`src/rtl/udma_i2c_reg_if_mc_pkg.sv`:
```
// udma_i2c_reg_pkg: shared constants for the multi-core uDMA I2C register file.
// Holds the per-channel word offsets, the global-block offsets (relative to NB_CH*8),
// the CFG register bit positions, the NACK counter width and a CFG read-data packer.
package udma_i2c_reg_pkg;

    // Word offset of a register inside one core's 8-word channel window.
    typedef enum logic [2:0] {
        CH_RX_SADDR = 3'd0,
        CH_RX_SIZE  = 3'd1,
        CH_RX_CFG   = 3'd2,
        CH_RSVD3    = 3'd3,
        CH_TX_SADDR = 3'd4,
        CH_TX_SIZE  = 3'd5,
        CH_TX_CFG   = 3'd6,
        CH_RSVD7    = 3'd7
    } ch_reg_e;

    // Global register offsets, relative to the global base G = NB_CH*8.
    localparam int unsigned G_STATUS   = 0;
    localparam int unsigned G_SETUP    = 1;
    localparam int unsigned G_ACK      = 2;
    localparam int unsigned G_IRQ_EN   = 3;
    localparam int unsigned G_NACK_CNT = 4;   // G+4+c holds NACK_CNT[c]

    // CFG register bit positions (write side: CLR/EN/CONT, read side: PEND/EN/CONT).
    localparam int unsigned CFG_CLR_BIT  = 5;
    localparam int unsigned CFG_EN_BIT   = 4;
    localparam int unsigned CFG_PEND_BIT = 5;
    localparam int unsigned CFG_CONT_BIT = 0;

    // Width of the optional per-core NACK event counter.
    localparam int unsigned NACK_CNT_W = 8;

    // Assemble the CFG read word: {26'0, pending, en, 3'0, continuous}.
    function automatic logic [31:0] cfg_rdata(input logic pend, input logic en, input logic cont);
        logic [31:0] v;
        v               = '0;
        v[CFG_PEND_BIT] = pend;
        v[CFG_EN_BIT]   = en;
        v[CFG_CONT_BIT] = cont;
        return v;
    endfunction

endpackage

```
`src/rtl/udma_i2c_reg_if_mc_if.sv`:
```
// udma_i2c_reg_if_mc_if: uDMA configuration bus (one access per cycle, always ready).
// The master drives address/data/strobe; the slave returns combinational read data.
interface udma_i2c_reg_if_mc_if #(
    parameter int CFG_AW = 5
);
    logic [31:0]       cfg_data_i;
    logic [CFG_AW-1:0] cfg_addr_i;
    logic              cfg_valid_i;
    logic              cfg_rwn_i;
    logic [31:0]       cfg_data_o;
    logic              cfg_ready_o;

    modport master (
        output cfg_data_i, cfg_addr_i, cfg_valid_i, cfg_rwn_i,
        input  cfg_data_o, cfg_ready_o
    );

    modport slave (
        input  cfg_data_i, cfg_addr_i, cfg_valid_i, cfg_rwn_i,
        output cfg_data_o, cfg_ready_o
    );
endinterface

```
`src/rtl/udma_i2c_reg_if_mc_ch.sv`:
```
// udma_i2c_reg_ch: one I2C core's RX and TX channel registers.
// Holds start address, size and continuous mode per direction, generates the
// one-cycle en/clr pulses and muxes the channel's read data from live channel status.
module udma_i2c_reg_ch
    import udma_i2c_reg_pkg::*;
#(
    parameter int L2_AWIDTH_NOAL = 12,
    parameter int TRANS_SIZE     = 16
) (
    input  logic                      clk_i,
    input  logic                      rst_i,
    input  logic                      i_wr,
    input  ch_reg_e                   i_k,
    input  logic [31:0]               i_wdata,
    input  logic                      i_rx_en,
    input  logic                      i_rx_pending,
    input  logic [L2_AWIDTH_NOAL-1:0] i_rx_curr_addr,
    input  logic [TRANS_SIZE-1:0]     i_rx_bytes_left,
    input  logic                      i_tx_en,
    input  logic                      i_tx_pending,
    input  logic [L2_AWIDTH_NOAL-1:0] i_tx_curr_addr,
    input  logic [TRANS_SIZE-1:0]     i_tx_bytes_left,
    output logic [L2_AWIDTH_NOAL-1:0] o_rx_startaddr,
    output logic [TRANS_SIZE-1:0]     o_rx_size,
    output logic                      o_rx_continuous,
    output logic                      o_rx_en,
    output logic                      o_rx_clr,
    output logic [L2_AWIDTH_NOAL-1:0] o_tx_startaddr,
    output logic [TRANS_SIZE-1:0]     o_tx_size,
    output logic                      o_tx_continuous,
    output logic                      o_tx_en,
    output logic                      o_tx_clr,
    output logic [31:0]               o_rdata
);

    logic [L2_AWIDTH_NOAL-1:0] r_rx_saddr, r_tx_saddr;
    logic [TRANS_SIZE-1:0]     r_rx_size,  r_tx_size;
    logic                      r_rx_cont,  r_tx_cont;
    logic                      r_rx_en,    r_tx_en;
    logic                      r_rx_clr,   r_tx_clr;
    logic                      w_unused_wdata;

    // Only the low bits of the write word land in registers; the rest is don't-care.
    assign w_unused_wdata = ^i_wdata;

    // Register writes; en/clr default low every cycle so a CFG write yields a single-cycle pulse.
    // NOTE: sequential state uses non-blocking (<=) so every flop samples pre-edge values.
    always_ff @(posedge clk_i) begin
        if (rst_i) begin
            r_rx_saddr <= '0;
            r_rx_size  <= '0;
            r_rx_cont  <= 1'b0;
            r_rx_en    <= 1'b0;
            r_rx_clr   <= 1'b0;
            r_tx_saddr <= '0;
            r_tx_size  <= '0;
            r_tx_cont  <= 1'b0;
            r_tx_en    <= 1'b0;
            r_tx_clr   <= 1'b0;
        end else begin
            r_rx_en  <= 1'b0;
            r_rx_clr <= 1'b0;
            r_tx_en  <= 1'b0;
            r_tx_clr <= 1'b0;
            if (i_wr) begin
                case (i_k)
                    CH_RX_SADDR: r_rx_saddr <= i_wdata[L2_AWIDTH_NOAL-1:0];
                    CH_RX_SIZE:  r_rx_size  <= i_wdata[TRANS_SIZE-1:0];
                    CH_RX_CFG: begin
                        r_rx_cont <= i_wdata[CFG_CONT_BIT];
                        r_rx_en   <= i_wdata[CFG_EN_BIT];
                        r_rx_clr  <= i_wdata[CFG_CLR_BIT];
                    end
                    CH_TX_SADDR: r_tx_saddr <= i_wdata[L2_AWIDTH_NOAL-1:0];
                    CH_TX_SIZE:  r_tx_size  <= i_wdata[TRANS_SIZE-1:0];
                    CH_TX_CFG: begin
                        r_tx_cont <= i_wdata[CFG_CONT_BIT];
                        r_tx_en   <= i_wdata[CFG_EN_BIT];
                        r_tx_clr  <= i_wdata[CFG_CLR_BIT];
                    end
                    default: ;
                endcase
            end
        end
    end

    // Read mux: address/size words reflect the live channel position, not the programmed value.
    // NOTE: o_rdata gets a default first so no path through the case can infer a latch.
    always_comb begin
        o_rdata = '0;
        case (i_k)
            CH_RX_SADDR: o_rdata = 32'(i_rx_curr_addr);
            CH_RX_SIZE:  o_rdata = 32'(i_rx_bytes_left);
            CH_RX_CFG:   o_rdata = cfg_rdata(i_rx_pending, i_rx_en, r_rx_cont);
            CH_TX_SADDR: o_rdata = 32'(i_tx_curr_addr);
            CH_TX_SIZE:  o_rdata = 32'(i_tx_bytes_left);
            CH_TX_CFG:   o_rdata = cfg_rdata(i_tx_pending, i_tx_en, r_tx_cont);
            default:     o_rdata = '0;
        endcase
    end

    assign o_rx_startaddr  = r_rx_saddr;
    assign o_rx_size       = r_rx_size;
    assign o_rx_continuous = r_rx_cont;
    assign o_rx_en         = r_rx_en;
    assign o_rx_clr        = r_rx_clr;
    assign o_tx_startaddr  = r_tx_saddr;
    assign o_tx_size       = r_tx_size;
    assign o_tx_continuous = r_tx_cont;
    assign o_tx_en         = r_tx_en;
    assign o_tx_clr        = r_tx_clr;

endmodule

```
`src/rtl/udma_i2c_reg_if_mc.sv`:
```
// udma_i2c_reg_if_mc: cfg register file for NB_CH independent I2C cores.
// Decodes the cfg bus into NB_CH channel windows plus a global block (STATUS, SETUP,
// ACK, IRQ_EN, NACK_CNT), keeps sticky busy/arb-lost/NACK bits with clear-on-read,
// and drives a maskable level interrupt.
// Optional feature: define UDMA_I2C_NACK_CNT_EN to add saturating per-core NACK counters.
module udma_i2c_reg_if_mc
    import udma_i2c_reg_pkg::*;
#(
    parameter int L2_AWIDTH_NOAL = 12,
    parameter int TRANS_SIZE     = 16,
    parameter int NB_CH          = 2,
    parameter int CFG_AW         = 5
) (
    input  logic                            clk_i,
    input  logic                            rst_i,
    udma_i2c_reg_if_mc_if.slave             cfg,
    output logic [NB_CH*L2_AWIDTH_NOAL-1:0] cfg_rx_startaddr_o,
    output logic [NB_CH*TRANS_SIZE-1:0]     cfg_rx_size_o,
    output logic [NB_CH-1:0]                cfg_rx_continuous_o,
    output logic [NB_CH-1:0]                cfg_rx_en_o,
    output logic [NB_CH-1:0]                cfg_rx_clr_o,
    input  logic [NB_CH-1:0]                cfg_rx_en_i,
    input  logic [NB_CH-1:0]                cfg_rx_pending_i,
    input  logic [NB_CH*L2_AWIDTH_NOAL-1:0] cfg_rx_curr_addr_i,
    input  logic [NB_CH*TRANS_SIZE-1:0]     cfg_rx_bytes_left_i,
    output logic [NB_CH*L2_AWIDTH_NOAL-1:0] cfg_tx_startaddr_o,
    output logic [NB_CH*TRANS_SIZE-1:0]     cfg_tx_size_o,
    output logic [NB_CH-1:0]                cfg_tx_continuous_o,
    output logic [NB_CH-1:0]                cfg_tx_en_o,
    output logic [NB_CH-1:0]                cfg_tx_clr_o,
    input  logic [NB_CH-1:0]                cfg_tx_en_i,
    input  logic [NB_CH-1:0]                cfg_tx_pending_i,
    input  logic [NB_CH*L2_AWIDTH_NOAL-1:0] cfg_tx_curr_addr_i,
    input  logic [NB_CH*TRANS_SIZE-1:0]     cfg_tx_bytes_left_i,
    output logic [NB_CH-1:0]                cfg_do_rst_o,
    input  logic [NB_CH-1:0]                status_busy_i,
    input  logic [NB_CH-1:0]                status_al_i,
    input  logic [NB_CH-1:0]                nack_i,
    output logic                            irq_o
);

    localparam logic [CFG_AW-1:0] G_BASE = CFG_AW'(NB_CH * 8);

    logic                 w_wr, w_rd, w_is_glob;
    logic [CFG_AW-1:0]    w_goff;
    logic [CFG_AW-4:0]    w_ch_idx;
    ch_reg_e              w_ch_k;
    logic [NB_CH-1:0]     w_ch_sel;
    logic [31:0]          w_ch_rdata [NB_CH];
    logic [31:0]          w_rdata;
    logic                 w_clr_status, w_clr_ack;

    logic [NB_CH-1:0]     r_setup;
    logic [2*NB_CH-1:0]   r_irq_en;
    logic [NB_CH-1:0]     r_busy, r_al, r_nack;

    // Address decode: below G is a channel window (core = addr/8), at or above G the global block.
    assign w_wr      = cfg.cfg_valid_i & ~cfg.cfg_rwn_i;
    assign w_rd      = cfg.cfg_valid_i &  cfg.cfg_rwn_i;
    assign w_is_glob = (cfg.cfg_addr_i >= G_BASE);
    assign w_goff    = cfg.cfg_addr_i - G_BASE;
    assign w_ch_idx  = cfg.cfg_addr_i[CFG_AW-1:3];
    assign w_ch_k    = ch_reg_e'(cfg.cfg_addr_i[2:0]);

    assign w_clr_status = w_rd & w_is_glob & (w_goff == CFG_AW'(G_STATUS));
    assign w_clr_ack    = w_rd & w_is_glob & (w_goff == CFG_AW'(G_ACK));

    for (genvar c = 0; c < NB_CH; c++) begin : g_ch
        assign w_ch_sel[c] = ~w_is_glob & (w_ch_idx == (CFG_AW-3)'(c));

        udma_i2c_reg_ch #(
            .L2_AWIDTH_NOAL (L2_AWIDTH_NOAL),
            .TRANS_SIZE     (TRANS_SIZE)
        ) u_ch (
            .clk_i           (clk_i),
            .rst_i           (rst_i),
            .i_wr            (w_wr & w_ch_sel[c]),
            .i_k             (w_ch_k),
            .i_wdata         (cfg.cfg_data_i),
            .i_rx_en         (cfg_rx_en_i[c]),
            .i_rx_pending    (cfg_rx_pending_i[c]),
            .i_rx_curr_addr  (cfg_rx_curr_addr_i[c*L2_AWIDTH_NOAL +: L2_AWIDTH_NOAL]),
            .i_rx_bytes_left (cfg_rx_bytes_left_i[c*TRANS_SIZE +: TRANS_SIZE]),
            .i_tx_en         (cfg_tx_en_i[c]),
            .i_tx_pending    (cfg_tx_pending_i[c]),
            .i_tx_curr_addr  (cfg_tx_curr_addr_i[c*L2_AWIDTH_NOAL +: L2_AWIDTH_NOAL]),
            .i_tx_bytes_left (cfg_tx_bytes_left_i[c*TRANS_SIZE +: TRANS_SIZE]),
            .o_rx_startaddr  (cfg_rx_startaddr_o[c*L2_AWIDTH_NOAL +: L2_AWIDTH_NOAL]),
            .o_rx_size       (cfg_rx_size_o[c*TRANS_SIZE +: TRANS_SIZE]),
            .o_rx_continuous (cfg_rx_continuous_o[c]),
            .o_rx_en         (cfg_rx_en_o[c]),
            .o_rx_clr        (cfg_rx_clr_o[c]),
            .o_tx_startaddr  (cfg_tx_startaddr_o[c*L2_AWIDTH_NOAL +: L2_AWIDTH_NOAL]),
            .o_tx_size       (cfg_tx_size_o[c*TRANS_SIZE +: TRANS_SIZE]),
            .o_tx_continuous (cfg_tx_continuous_o[c]),
            .o_tx_en         (cfg_tx_en_o[c]),
            .o_tx_clr        (cfg_tx_clr_o[c]),
            .o_rdata         (w_ch_rdata[c])
        );
    end

    // SETUP (per-core soft reset level) and IRQ_EN registers.
    always_ff @(posedge clk_i) begin
        if (rst_i) begin
            r_setup  <= '0;
            r_irq_en <= '0;
        end else if (w_wr & w_is_glob) begin
            if (w_goff == CFG_AW'(G_SETUP))  r_setup  <= cfg.cfg_data_i[NB_CH-1:0];
            if (w_goff == CFG_AW'(G_IRQ_EN)) r_irq_en <= cfg.cfg_data_i[2*NB_CH-1:0];
        end
    end

    // Sticky status: an event in the same cycle as the clearing read keeps the bit set.
    always_ff @(posedge clk_i) begin
        if (rst_i) begin
            r_busy <= '0;
            r_al   <= '0;
            r_nack <= '0;
        end else begin
            r_busy <= (r_busy & ~{NB_CH{w_clr_status}}) | status_busy_i;
            r_al   <= (r_al   & ~{NB_CH{w_clr_status}}) | status_al_i;
            r_nack <= (r_nack & ~{NB_CH{w_clr_ack}})    | nack_i;
        end
    end

`ifdef UDMA_I2C_NACK_CNT_EN
    logic [NACK_CNT_W-1:0] r_nack_cnt [NB_CH];
    logic [NB_CH-1:0]      w_cnt_clr;

    for (genvar c = 0; c < NB_CH; c++) begin : g_cnt_clr
        assign w_cnt_clr[c] = w_rd & w_is_glob & (w_goff == CFG_AW'(G_NACK_CNT + c));
    end

    // Saturating NACK counters; a clearing read restarts the count from the current cycle's event.
    // NOTE: these are a small flop array, not RAM, so every entry is reset explicitly.
    always_ff @(posedge clk_i) begin
        for (int c = 0; c < NB_CH; c++) begin
            if (rst_i) begin
                r_nack_cnt[c] <= '0;
            end else if (w_cnt_clr[c]) begin
                r_nack_cnt[c] <= NACK_CNT_W'(nack_i[c]);
            end else if (nack_i[c] && (r_nack_cnt[c] != '1)) begin
                r_nack_cnt[c] <= r_nack_cnt[c] + 1'b1;
            end
        end
    end
`else
    // Without the counter option there are no counter flops; G+4+c reads back 0.
`endif

    // Final read mux: channel windows first, then the global block; anything unmapped reads 0.
    always_comb begin
        w_rdata = '0;
        if (!w_is_glob) begin
            for (int c = 0; c < NB_CH; c++) begin
                if (w_ch_sel[c]) w_rdata = w_ch_rdata[c];
            end
        end else begin
            if (w_goff == CFG_AW'(G_STATUS)) w_rdata = 32'({r_al, r_busy});
            if (w_goff == CFG_AW'(G_SETUP))  w_rdata = 32'(r_setup);
            if (w_goff == CFG_AW'(G_ACK))    w_rdata = 32'(r_nack);
            if (w_goff == CFG_AW'(G_IRQ_EN)) w_rdata = 32'(r_irq_en);
`ifdef UDMA_I2C_NACK_CNT_EN
            for (int c = 0; c < NB_CH; c++) begin
                if (w_goff == CFG_AW'(G_NACK_CNT + c)) w_rdata = 32'(r_nack_cnt[c]);
            end
`endif
        end
    end

    assign cfg.cfg_data_o  = w_rdata;
    assign cfg.cfg_ready_o = 1'b1;
    assign cfg_do_rst_o    = r_setup;
    assign irq_o = (|(r_al & r_irq_en[NB_CH-1:0])) | (|(r_nack & r_irq_en[2*NB_CH-1:NB_CH]));

endmodule

```
`src/flat_wrapper.sv`:
```
// flat-port wrapper written by rule: the top's interface ports become plain ports
module udma_i2c_reg_if_mc_flat import udma_i2c_reg_pkg::*;
#(
    parameter int L2_AWIDTH_NOAL = 12,
    parameter int TRANS_SIZE     = 16,
    parameter int NB_CH          = 2,
    parameter int CFG_AW         = 5
)
  (clk_i, rst_i, cfg_rx_startaddr_o, cfg_rx_size_o, cfg_rx_continuous_o, cfg_rx_en_o, cfg_rx_clr_o, cfg_rx_en_i, cfg_rx_pending_i, cfg_rx_curr_addr_i, cfg_rx_bytes_left_i, cfg_tx_startaddr_o, cfg_tx_size_o, cfg_tx_continuous_o, cfg_tx_en_o, cfg_tx_clr_o, cfg_tx_en_i, cfg_tx_pending_i, cfg_tx_curr_addr_i, cfg_tx_bytes_left_i, cfg_do_rst_o, status_busy_i, status_al_i, nack_i, irq_o, cfg_cfg_data_i, cfg_cfg_addr_i, cfg_cfg_valid_i, cfg_cfg_rwn_i, cfg_cfg_data_o, cfg_cfg_ready_o);
  udma_i2c_reg_if_mc_if #(.CFG_AW(CFG_AW)) cfg_i ();
  input  logic clk_i;
  input  logic rst_i;
  output logic [NB_CH*L2_AWIDTH_NOAL-1:0] cfg_rx_startaddr_o;
  output logic [NB_CH*TRANS_SIZE-1:0] cfg_rx_size_o;
  output logic [NB_CH-1:0] cfg_rx_continuous_o;
  output logic [NB_CH-1:0] cfg_rx_en_o;
  output logic [NB_CH-1:0] cfg_rx_clr_o;
  input  logic [NB_CH-1:0] cfg_rx_en_i;
  input  logic [NB_CH-1:0] cfg_rx_pending_i;
  input  logic [NB_CH*L2_AWIDTH_NOAL-1:0] cfg_rx_curr_addr_i;
  input  logic [NB_CH*TRANS_SIZE-1:0] cfg_rx_bytes_left_i;
  output logic [NB_CH*L2_AWIDTH_NOAL-1:0] cfg_tx_startaddr_o;
  output logic [NB_CH*TRANS_SIZE-1:0] cfg_tx_size_o;
  output logic [NB_CH-1:0] cfg_tx_continuous_o;
  output logic [NB_CH-1:0] cfg_tx_en_o;
  output logic [NB_CH-1:0] cfg_tx_clr_o;
  input  logic [NB_CH-1:0] cfg_tx_en_i;
  input  logic [NB_CH-1:0] cfg_tx_pending_i;
  input  logic [NB_CH*L2_AWIDTH_NOAL-1:0] cfg_tx_curr_addr_i;
  input  logic [NB_CH*TRANS_SIZE-1:0] cfg_tx_bytes_left_i;
  output logic [NB_CH-1:0] cfg_do_rst_o;
  input  logic [NB_CH-1:0] status_busy_i;
  input  logic [NB_CH-1:0] status_al_i;
  input  logic [NB_CH-1:0] nack_i;
  output logic irq_o;
  input wire logic [$bits(cfg_i.cfg_data_i)-1:0] cfg_cfg_data_i;
  input wire logic [$bits(cfg_i.cfg_addr_i)-1:0] cfg_cfg_addr_i;
  input wire logic [$bits(cfg_i.cfg_valid_i)-1:0] cfg_cfg_valid_i;
  input wire logic [$bits(cfg_i.cfg_rwn_i)-1:0] cfg_cfg_rwn_i;
  output wire logic [$bits(cfg_i.cfg_data_o)-1:0] cfg_cfg_data_o;
  output wire logic [$bits(cfg_i.cfg_ready_o)-1:0] cfg_cfg_ready_o;
  assign cfg_i.cfg_data_i = cfg_cfg_data_i;
  assign cfg_i.cfg_addr_i = cfg_cfg_addr_i;
  assign cfg_i.cfg_valid_i = cfg_cfg_valid_i;
  assign cfg_i.cfg_rwn_i = cfg_cfg_rwn_i;
  assign cfg_cfg_data_o = cfg_i.cfg_data_o;
  assign cfg_cfg_ready_o = cfg_i.cfg_ready_o;
  udma_i2c_reg_if_mc #(.L2_AWIDTH_NOAL(L2_AWIDTH_NOAL), .TRANS_SIZE(TRANS_SIZE), .NB_CH(NB_CH), .CFG_AW(CFG_AW)) u_core (.clk_i(clk_i), .rst_i(rst_i), .cfg(cfg_i), .cfg_rx_startaddr_o(cfg_rx_startaddr_o), .cfg_rx_size_o(cfg_rx_size_o), .cfg_rx_continuous_o(cfg_rx_continuous_o), .cfg_rx_en_o(cfg_rx_en_o), .cfg_rx_clr_o(cfg_rx_clr_o), .cfg_rx_en_i(cfg_rx_en_i), .cfg_rx_pending_i(cfg_rx_pending_i), .cfg_rx_curr_addr_i(cfg_rx_curr_addr_i), .cfg_rx_bytes_left_i(cfg_rx_bytes_left_i), .cfg_tx_startaddr_o(cfg_tx_startaddr_o), .cfg_tx_size_o(cfg_tx_size_o), .cfg_tx_continuous_o(cfg_tx_continuous_o), .cfg_tx_en_o(cfg_tx_en_o), .cfg_tx_clr_o(cfg_tx_clr_o), .cfg_tx_en_i(cfg_tx_en_i), .cfg_tx_pending_i(cfg_tx_pending_i), .cfg_tx_curr_addr_i(cfg_tx_curr_addr_i), .cfg_tx_bytes_left_i(cfg_tx_bytes_left_i), .cfg_do_rst_o(cfg_do_rst_o), .status_busy_i(status_busy_i), .status_al_i(status_al_i), .nack_i(nack_i), .irq_o(irq_o));
endmodule
```
`config.mk`:
```
export PLATFORM = sky130hd
export DESIGN_NAME = udma_i2c_reg_if_mc_flat
export DESIGN_NICKNAME = d
export VERILOG_FILES = /design/src/rtl/udma_i2c_reg_if_mc_pkg.sv /design/src/rtl/udma_i2c_reg_if_mc_if.sv /design/src/rtl/udma_i2c_reg_if_mc_ch.sv /design/src/rtl/udma_i2c_reg_if_mc.sv /design/src/flat_wrapper.sv
export SDC_FILE = /design/constraint.sdc
export NUM_CORES = 1
export LEC_CHECK = 0
export CAP_MARGIN = 30
export CORE_ASPECT_RATIO = 1.1
export CORE_MARGIN = 4
export CORE_UTILIZATION = 30
export DETAILED_ROUTE_END_ITERATION = 10
export PLACE_DENSITY = 0.66
export SLEW_MARGIN = 0
export SYNTH_ARGS = -nofsm -noshare
export SYNTH_HDL_FRONTEND = slang
export SYNTH_SLANG_ARGS = --single-unit
```
`constraint.sdc`:
```
create_clock -name clk_i -period 2.4 [get_ports clk_i]
set_clock_uncertainty 0.15 [all_clocks]
set_input_delay 0.6 -clock clk_i [delete_from_list [all_inputs] [get_ports clk_i]]
set_output_delay 0.6 -clock clk_i [all_outputs]
set_load 0.1 [all_outputs]
```
Word level (Yosys, flattened, before mapping)
Cells that the tools add are included.
Storage, ports and cells
  register bits: 136
  input bits: 167
  logic and storage cells: 95
Cells by class
  add/sub/neg operators: 1
  order comparisons: 1
  equality and inequality tests: 9
  mux-type cells: 13
  bitwise gates (word level): 25
  reductions and logical operators: 21
Operator list (number)
  one-hot mux 16 bit (6 select lines): 2
  two-way mux 16 bit: 2
  two-way mux 32 bit: 1
  AND reduction 2 bit: 14
  two-way mux 4 bit: 4
  AND 1 bit: 10
  AND 2 bit: 5
  equality test 5 x 2 -> 1 bit (second input constant): 2
  equality test 3 bit (second input constant): 3
  OR reduction 2 bit: 4
  OR 2 bit: 3
  equality test 5 x 1 -> 1 bit (second input constant): 1
  >= comparator 5 bit (second input constant): 1
  logical NOT 5 bit: 1
  subtractor 5 bit (second input constant): 1
  two-way mux 1 bit: 4
  NOT 1 bit: 4
  NOT 2 bit: 2
  equality test 3 x 1 -> 1 bit (second input constant): 1
  equality test 3 x 2 -> 1 bit (second input constant): 1
  logical NOT 3 bit: 1
  equality test 2 x 1 -> 1 bit (second input constant): 1
  logical NOT 2 bit: 1
  OR 1 bit: 1

Depth between registers and ports, before layout
Gate-level depths: netlist of run 1.
  depth in word-level cells: 7
  depth in mapped cells: 7

Hierarchy
Synthesis of run 1 repeated with hierarchy kept, for this count alone.
Unflattened totals
  cells, all modules: 721
  area total of the unflattened synthesis: 7370.8 sq um
By module, submodules not included
  udma_i2c_reg_ch: times used 2, cells each 285, area an instance 3089.2 sq um, seq. area each 1241.2 sq um
  udma_i2c_reg_if_mc: times used 1, cells each 151, area an instance 1192.4 sq um, seq. area each 240.2 sq um

Worst setup path after synthesis of run 1
OpenSTA, ideal clock, no wires.
  path kind: in2out
  start: input cfg_cfg_addr_i[0]
  end: output cfg_cfg_data_o[2]
  data arrival time: 3.745 ns
  slack: -2.095 ns
  cell stages on the path: 5
  buffers on the path: 2
  path through: buf_2 > and2_1 > or2_2 > clkbuf_1 > o32ai_1
Between the ends
  cells in the longest elaborated chain, start to end: 7
RTL lines
  from (decl): line flat_wrapper.sv:37  | input wire logic [$bits(cfg_i.cfg_addr_i)-1:0] cfg_cfg_addr_i;
  subtractor 5 bit: line udma_i2c_reg_if_mc.sv:61  | assign w_goff = cfg.cfg_addr_i - G_BASE;
  logical NOT 5 bit: line udma_i2c_reg_if_mc.sv:159  | if (w_goff == CFG_AW'(G_STATUS)) w_rdata = 32'({r_al, r_busy});
  two-way mux 4 bit: line udma_i2c_reg_if_mc.sv:159
  two-way mux 4 bit: line udma_i2c_reg_if_mc.sv:160  | if (w_goff == CFG_AW'(G_SETUP)) w_rdata = 32'(r_setup);
  two-way mux 4 bit: line udma_i2c_reg_if_mc.sv:161  | if (w_goff == CFG_AW'(G_ACK)) w_rdata = 32'(r_nack);
  two-way mux 4 bit: line udma_i2c_reg_if_mc.sv:162  | if (w_goff == CFG_AW'(G_IRQ_EN)) w_rdata = 32'(r_irq_en);
  two-way mux 32 bit *: line udma_i2c_reg_if_mc.sv:154  | if (!w_is_glob) begin
  to (decl): line flat_wrapper.sv:40  | output wire logic [$bits(cfg_i.cfg_data_o)-1:0] cfg_cfg_data_o;
Every way passes the cells marked *; elsewhere a longest branch is shown, timed or not.

Worst setup path after layout of run 1
  start: input cfg_cfg_addr_i[2]
  end: output cfg_cfg_data_o[1]
Same word-level chain as after synthesis.

==> results of run 1 <==
metrics by stage:
step	power [mW]	utilization	hold slack, ns	setup WS, ns
2_1_floorplan	2.981	-	0.2965	-0.5577
3_3_place_gp	3.477	0.4859	0.2916	-0.7130
3_5_place_dp	3.480	0.4859	0.2979	-0.7593
4_1_cts	6.067	0.5337	0.3060	-0.3404
5_1_grt	6.236	0.5406	0.3216	-0.3925
6_report	6.025	0.5406	0.3005	-0.3729
state kept, by name (all words and copies together), names as in the netlist, 4 cells and up:
name and flops:
u_core.g_ch.u_ch.o_rx_size 32, u_core.g_ch.u_ch.o_tx_size 32, u_core.g_ch.u_ch.o_rx_startaddr 24, u_core.g_ch.u_ch.o_tx_startaddr 24, u_core.r_irq_en 4
placed cells by master (no fill, tap or decap), drive strengths merged, types with 3 or more instances in the layout:
cell type	synthesis	final
a21oi	104	104
a221oi	8	8
a22oi	4	4
and2	4	4
buf	52	257
clkbuf	40	25
clkdlybuf4s15	0	7
clkdlybuf4s50	0	59
clkinv	1	5
conb	2	17
dfxtp	136	136
diode	0	3
dlygate4sd2	0	73
dlymetal6s2s	0	4
inv	3	3
mux2	4	4
mux2i	52	52
mux4	19	19
nand2	177	177
nand2b	3	3
nand3	26	26
nand4	3	3
nor2	48	48
nor3	7	7
nor3b	8	8
o21ai	10	10
worst paths after layout:
path,to,cells past startpoint
hold / removal,u_core.g_ch[0].u_ch.o_tx_size[3],2
hold reg to reg,u_core.g_ch[0].u_ch.o_tx_size[3],2
setup reg to reg,u_core.r_al[0],2
setup / recovery,cfg_cfg_data_o[1],8
synthesized netlist by cell type, drive strengths merged, types with 3 or more instances:
cell,count
nand2b,3
nor3,7
mux2i,52
dfxtp,136
nor3b,8
nand4,3
mux2,4
mux4,19
a21oi,104
a221oi,8
nand2,177
nand3,26
o21ai,10
inv,3
clkbuf,40
buf,52
a22oi,4
and2,4
nor2,48
report_power, final:
part | switching, mW | internal, mW
clock network | 0.936 | 1.57
registers | 0.0108 | 2.27
logic | 0.689 | 0.547
total | 1.64 | 4.39
metal layers:
layer	track usage	vias to the layer above
met5	0	-
met4	0.07297	8
met3	0.09508	53
met2	0.3875	292
met1	0.2517	3143
li1	-	3158
critical path: cells and delay by family:
family	cells	cell delay, ns
AOI/OAI and AO/OA	2	0.39
buffers and inverters	5	0.78
and+or+nand+nor	1	0.25
cell type report:
class,count,share of cell area
antenna,3,0.0006772
clock buffer,22,0.04187
clock inverter,8,0.008917
inverter,4,0.001806
multi-input combinational,514,0.3138
sequential,136,0.2456
tap,256,0.02889
timing repair buffer,403,0.3585
what timing repair did:
action / 4_1_cts / 5_1_grt
setup buffers: 22 / 3
gates resized for setup: 170 / 18
cloned: 3 / 2
pin swaps: 36 / 16
setup endpoints to repair: 50 / 16
logic make-up (layout without fill, tap and decap cells):
logic type,after synthesis,count (layout),synth area share
compound gates,137,137,0.1217
buf+inv,96,437,0.08382
flops,136,136,0.4363
mux,75,75,0.1592
other cells,2,20,0.001204
simple gates,285,285,0.1977
==> impl_metrics.yaml, run 1 <==
floorplan:
  core_sq_mm: 0.02051
  start_util: 0.3043
  chipHeight_microns: 159.3
  dieArea_sq_mm: 0.02317
  die_w_microns: 145.5
  rows: 55
  ios: 327
final_layout:
  area_delta_synth_final_pct: 77.66
  ff_latch_area_sq_mm: 0.002723
  final_cells: 1346
  final_layout_size_suffix_gt1_frac: 0.3358
  design_area_sq_mm: 0.01109
  fill_cells: 1833
  multiInputGateArea_sq_mm: 0.003478
  nets: 1243
critical_path:
  crit_top_cell: "buf_12"
  endpoint_kind: "output pin"
  startpoint: "cfg_cfg_addr_i[2]"
  worstSetupStartpointType: "input port"
  timing.rr.start: "u_core.r_al[0]"
  cp_slowest_stage_delay_ns: 0.32
  cp.required_ns: 1.65
  r2r_slack_ns: 1.59
  crit_type: "input port to output pin"
  path_max_fanout: 5
  cp_cell_sequence: "buf_12 -> buf_12 -> buf_8 -> nor3b_4 -> buf_6 -> a221oi_4 -> o31ai_4 -> buf_12"
  arrival_ns: 2.02
  cp_slowest_cell: "o31ai_4"
synthesis:
  synth_edf_count: 0
  synth_top_cell_by_area: "dfxtp_1"
  synthArstFlopShare: 0
  syn_area_per_cell_sq_um: 8.536
  synthCells: 731
  ys_seq_area_frac: 0.4363
  netlist.area_leader.share: 0.4363
  synth_area_leaders: "dfxtp_1 44%, nand2_1 11%, a21oi_1 8.3%"
  netlist_area_sq_mm: 0.006240
  synthDistinctLibCells: 44
  synth.ff_latch_count: 136
  yosys_warnings: 0
  ys.flop_type: "dfxtp_1"
drt:
  ant_nets: 0
  avgViaCountPerCell: 4.944
  m1WireLength_microns: 10120
  wl_met2_microns: 13100
  vias: 6654
  drt_iter0_markers: 417
  wl_met3_microns: 2602
  routed_wl_microns: 26670
  maxUsedRoutingLayer: "met5"
  detail_route.wl_per_cell_microns: 19.81
  drc_errors: 0
  first_pass_iters: 5
power:
  leakagePower_nw: 4.798
  power.density_mw_per_mm2: 543.5
  max-vdd-ir-drop_mv: 0.5320
clocking:
  cts_tree: "done"
  root_buffer: "clkbuf_16"
  clkSinkCount: 136
  ctsHoldBuffers: 0
  numCtsBuffers: 17
  clk-insertion-delay-late_ns: 0.41
  cts_buffer_depth: 2
  h-tree-depth: 4
  clk_pin_slew_worst_paths_ns: 0.06
sta:
  setup_viol: 12
  rsz0062_at_grt: "yes"
  min_period_ns: 2.773
  period_share: 1.155
  slew_headroom: 0.6060
  worst_pin_slew_ns: 0.5892
  fin_setup_tns_ns: -3.216
  drv_slew: 0
  worst_slack_ns: -0.3729
  final_hold_viol_count: 0
  clock.fmax_ghz: 0.3606
placed_design:
  io_buffers: 293
  dp_hpwl_microns: 20020
  dp_cells: 1285
  gp_congestion: 0.8730
  place_area_sq_mm: 0.009965
worst_hold_path:
  worstHoldStart: "u_core.g_ch[0].u_ch.o_tx_size[3]"
  min_path_type: "flip-flop to flip-flop"
global_route:
  antenna_found_initial: 7
  gr-total-overflow: 0
  grt_pass1_wl_microns: 40400
  grtUsageTotal: 0.2249
  grt_max_degree: 49
  grt_pass1_vias: 6681
status:
  violations: "setup timing"
  status: "finished, violations left"
job:
  maxCapViolCount: 0
No activity file was read; power rests on OpenSTA's default activity.
==> inputs of run 2 (changes only) <==
--- a/config.mk
+++ b/config.mk
@@ -15,3 +15,4 @@
 export SYNTH_ARGS = -nofsm -noshare
 export SYNTH_HDL_FRONTEND = slang
 export SYNTH_SLANG_ARGS = --single-unit
+export TNS_END_PERCENT = 30
==> impl_metrics.yaml, run 2 (same netlist as run 1, synthesis figures left out) <==
critical_path:
  cp.required_ns: 1.65
  path_max_fanout: 1
  cp_cell_sequence: "clkdlybuf4s50_1 -> mux2_2 -> a221o_1 -> o211ai_1 -> a21oi_4 -> buf_12"
  r2r_slack_ns: 1.59
  worstReg2RegEnd: "u_core.g_ch[1].u_ch.o_tx_size[7]"
  arrival_ns: 2.00
  crit_type: "input port to output pin"
  worstSetupStartpointType: "input port"
  r2r_cells: 2
  worstPathBufferInverterCount: 2
  timing.rr.start: "u_core.g_ch[1].u_ch.o_tx_size[7]"
  crit_family: "buffers and inverters"
  cp_slowest_stage_delay_ns: 0.42
  cp_slowest_cell: "clkdlybuf4s50_1"
  endpoint_kind: "output pin"
floorplan:
  rows: 55
  core_sq_mm: 0.02051
  ios: 327
  chipHeight_microns: 159.3
  start_util: 0.3043
  dieArea_sq_mm: 0.02317
  die_w_microns: 145.5
worst_hold_path:
  hold_depth: 2
  worstHoldEndpoint: "u_core.g_ch[1].u_ch.o_tx_size[4]"
  worstHoldStart: "rst_i"
  min_path_type: "input port to flip-flop"
status:
  status: "finished, violations left"
  violations: "setup timing"
clocking:
  numCtsBuffers: 17
  clkSinkCount: 136
  cts_tree: "done"
  ctsHoldBuffers: 0
  clk-insertion-delay-late_ns: 0.42
  h-tree-depth: 4
  clk_pin_slew_worst_paths_ns: 0.05
  root_buffer: "clkbuf_16"
  cts_buffer_depth: 2
global_route:
  grtUsageTotal: 0.2213
  gr-total-overflow: 0
  grt_pass1_wl_microns: 39590
  grt_pass1_vias: 6569
  grt_max_degree: 123
  antenna_found_initial: 5
sta:
  clock.fmax_ghz: 0.3636
  drv_slew: 0
  setup_viol: 15
  rsz0062_at_grt: "yes"
  slew_headroom: 0.6255
  worst_slack_ns: -0.3499
  whs_ns: 0.2791
  period_share: 1.146
  min_period_ns: 2.750
  worst_pin_slew_ns: 0.5601
  final_hold_viol_count: 0
drt:
  drc_errors: 0
  drt_iter0_markers: 353
  detail_route.wl_per_cell_microns: 19.91
  ant_nets: 0
  avgViaCountPerCell: 4.907
  vias: 6526
  routed_wl_microns: 26480
  first_pass_iters: 5
power:
  power.density_mw_per_mm2: 557.0
  max-vdd-ir-drop_mv: 0.6549
  leakagePower_nw: 4.596
final_layout:
  area_delta_synth_final_pct: 73.57
  layout_common_cells: "196 x buf_4, 177 x nand2_1, 136 x dfxtp_1"
  nets: 1229
  layout_commonest_cell: "buf_4"
  final_layout_size_suffix_gt1_frac: 0.3259
  antenna_cells: 0
placed_design:
  io_buffers: 293
  gp_congestion: 0.8968
  place_ws_ns: -0.7204
  dp_hpwl_microns: 19670
job:
  maxCapViolCount: 0
run 2: cell count changes in the layout (fill, tap and decap cells not counted), moves of 3 or more:
cell	before	now
a21oi_2	6	2
buf_12	41	34
buf_6	12	8
clkdlybuf4s15_1	6	9
clkdlybuf4s50_1	59	93
clkinvlp_4	2	5
diode_2	3	0
dlygate4sd2_1	73	36
mux2_2	1	4
mux2_4	3	0
mux2i_1	49	45
mux2i_2	0	5
run 2: worst max path at each step:
stage / from / end / slack [ns] / cells after the start
2_1_floorplan: cfg_cfg_addr_i[2] / cfg_cfg_data_o[5] / -0.56 / 7
6_report: cfg_rx_bytes_left_i[8] / cfg_cfg_data_o[8] / -0.35 / 6
4_1_cts: cfg_cfg_addr_i[2] / cfg_cfg_data_o[3] / -0.36 / 6
3_3_place_gp: cfg_cfg_addr_i[1] / cfg_cfg_data_o[4] / -0.70 / 7
5_1_grt: cfg_cfg_addr_i[2] / cfg_cfg_data_o[4] / -0.38 / 8
3_5_place_dp: cfg_cfg_addr_i[1] / cfg_cfg_data_o[4] / -0.72 / 7
run 2: what timing repair did:
item,in CTS,in global routing
endpoints found under the setup margin,16,16
gates resized for setup,115,21
setup buffers,6,6
cloned,3,0
pin swaps,22,11
hold endpoints to repair,0,0
run 2: metrics by stage:
stage	TNS (ns)	cells	area, sq um	util	total power [mW]
5_1_grt	-4.218	1330	10830	0.5281	6.229
2_1_floorplan	-7.334	746	6579	-	2.973
6_report	-3.783	1330	10830	0.5281	6.032
4_1_cts	-3.895	1324	10740	0.5236	6.080
3_5_place_dp	-49.82	1286	9918	0.4836	3.472
3_3_place_gp	-47.00	1286	9918	0.4836	3.469
run 2: cell type report:
cell class	count	area, sq um
Fill cell	1881	9677
Sequential cell	136	2723
Tap cell	256	320.3
Multi-Input combinational cell	515	3432
Clock buffer	20	456.7
Clock inverter	11	125.1
Inverter	4	17.52
Timing Repair Buffer	388	3756
run 2: power breakdown:
part	leakage [nW]	switching (mW)	internal [mW]
clock network	0.270	0.976	1.57
logic	3.23	0.676	0.520
registers	1.10	0.0106	2.27
run 2: metal layers:
layer	up-vias	routed length (microns)	global-route usage
met3	51	2298	0.08483
met5	-	47	0
li1	3121	-	-
met4	8	883	0.08506
met1	3056	10760	0.2591
met2	290	12490	0.3675
==> patch, RTL diff (config.mk and constraints of run 2) <==
`NB_CH` is set to 2 in 2 places; all go to 4.
--- a/src/rtl/udma_i2c_reg_if_mc.sv
+++ b/src/rtl/udma_i2c_reg_if_mc.sv
@@ -10,3 +10,3 @@
     parameter int TRANS_SIZE     = 16,
-    parameter int NB_CH          = 2,
+    parameter int NB_CH          = 4,
     parameter int CFG_AW         = 5
--- a/src/flat_wrapper.sv
+++ b/src/flat_wrapper.sv
@@ -5,3 +5,3 @@
     parameter int TRANS_SIZE     = 16,
-    parameter int NB_CH          = 2,
+    parameter int NB_CH          = 4,
     parameter int CFG_AW         = 5
Ports: changed (22 resized); port bits go from 327 to 579. The function was not compared with the original's and may differ.
==> patch against run 2 <==
The run now fails in 3_2_place_iop; synthesized cell count shrank 45%; area after synthesis shrank 47%.
==> patch: results (changes against run 2) <==
synth:
  synth_area_leaders: "buf_4, dfxtp_1, nand2b_1"
  yosys-top-cells-count: "buf_4, dfxtp_1, nand2b_1, nor2_1, mux2i_1"
  synth_xor_area_frac: 0  # unchanged
  ys_seq_area_frac: 0.144  # -0.292
  synth-async-reset-ratio: 0  # unchanged
  synth-compound-area-share: 0.0271  # -0.0946
  avgSynthCellArea_um2: 8.21  # -3.8%
  ys.flop_type: "dfxtp_1"
  synthMuxAreaShare: 0.0632  # -0.0960
  ys_seq_elements: 24  # -82%
  yosys_warnings: 0  # unchanged
  synth.distinct_cells: 22  # -50%
  synthAdderAreaFrac: 0  # unchanged
outcome:
  status: "stopped before the end"
  first-error: "[ERROR PPL-0024] Number of IO pins (579) exceeds maximum number of available positions (398). Increase the die perimeter from 453.63um to 787.44um."
  failed_stage: "3_2_place_iop"
die:
  die_w_um: 108  # -26%
## patch: cell types whose count changed after synthesis, sizes merged, moves of 7 or more
cell and delta:
nand3 -25, nor2 -30, buf +225, and4b +7
clkbuf -34, nor3b -8, mux2i -40, a21oi -104
dfxtp -112, o21ai -10, nand2b +17, nand2 -177
mux4 -15, a221oi -8
## patch: cell families after synthesis
logic type	count (synthesis)
other	2
buffers and inverters	283
muxes	16
AOI/OAI and AO/OA	12
and+or+nand+nor	68
DFF	24
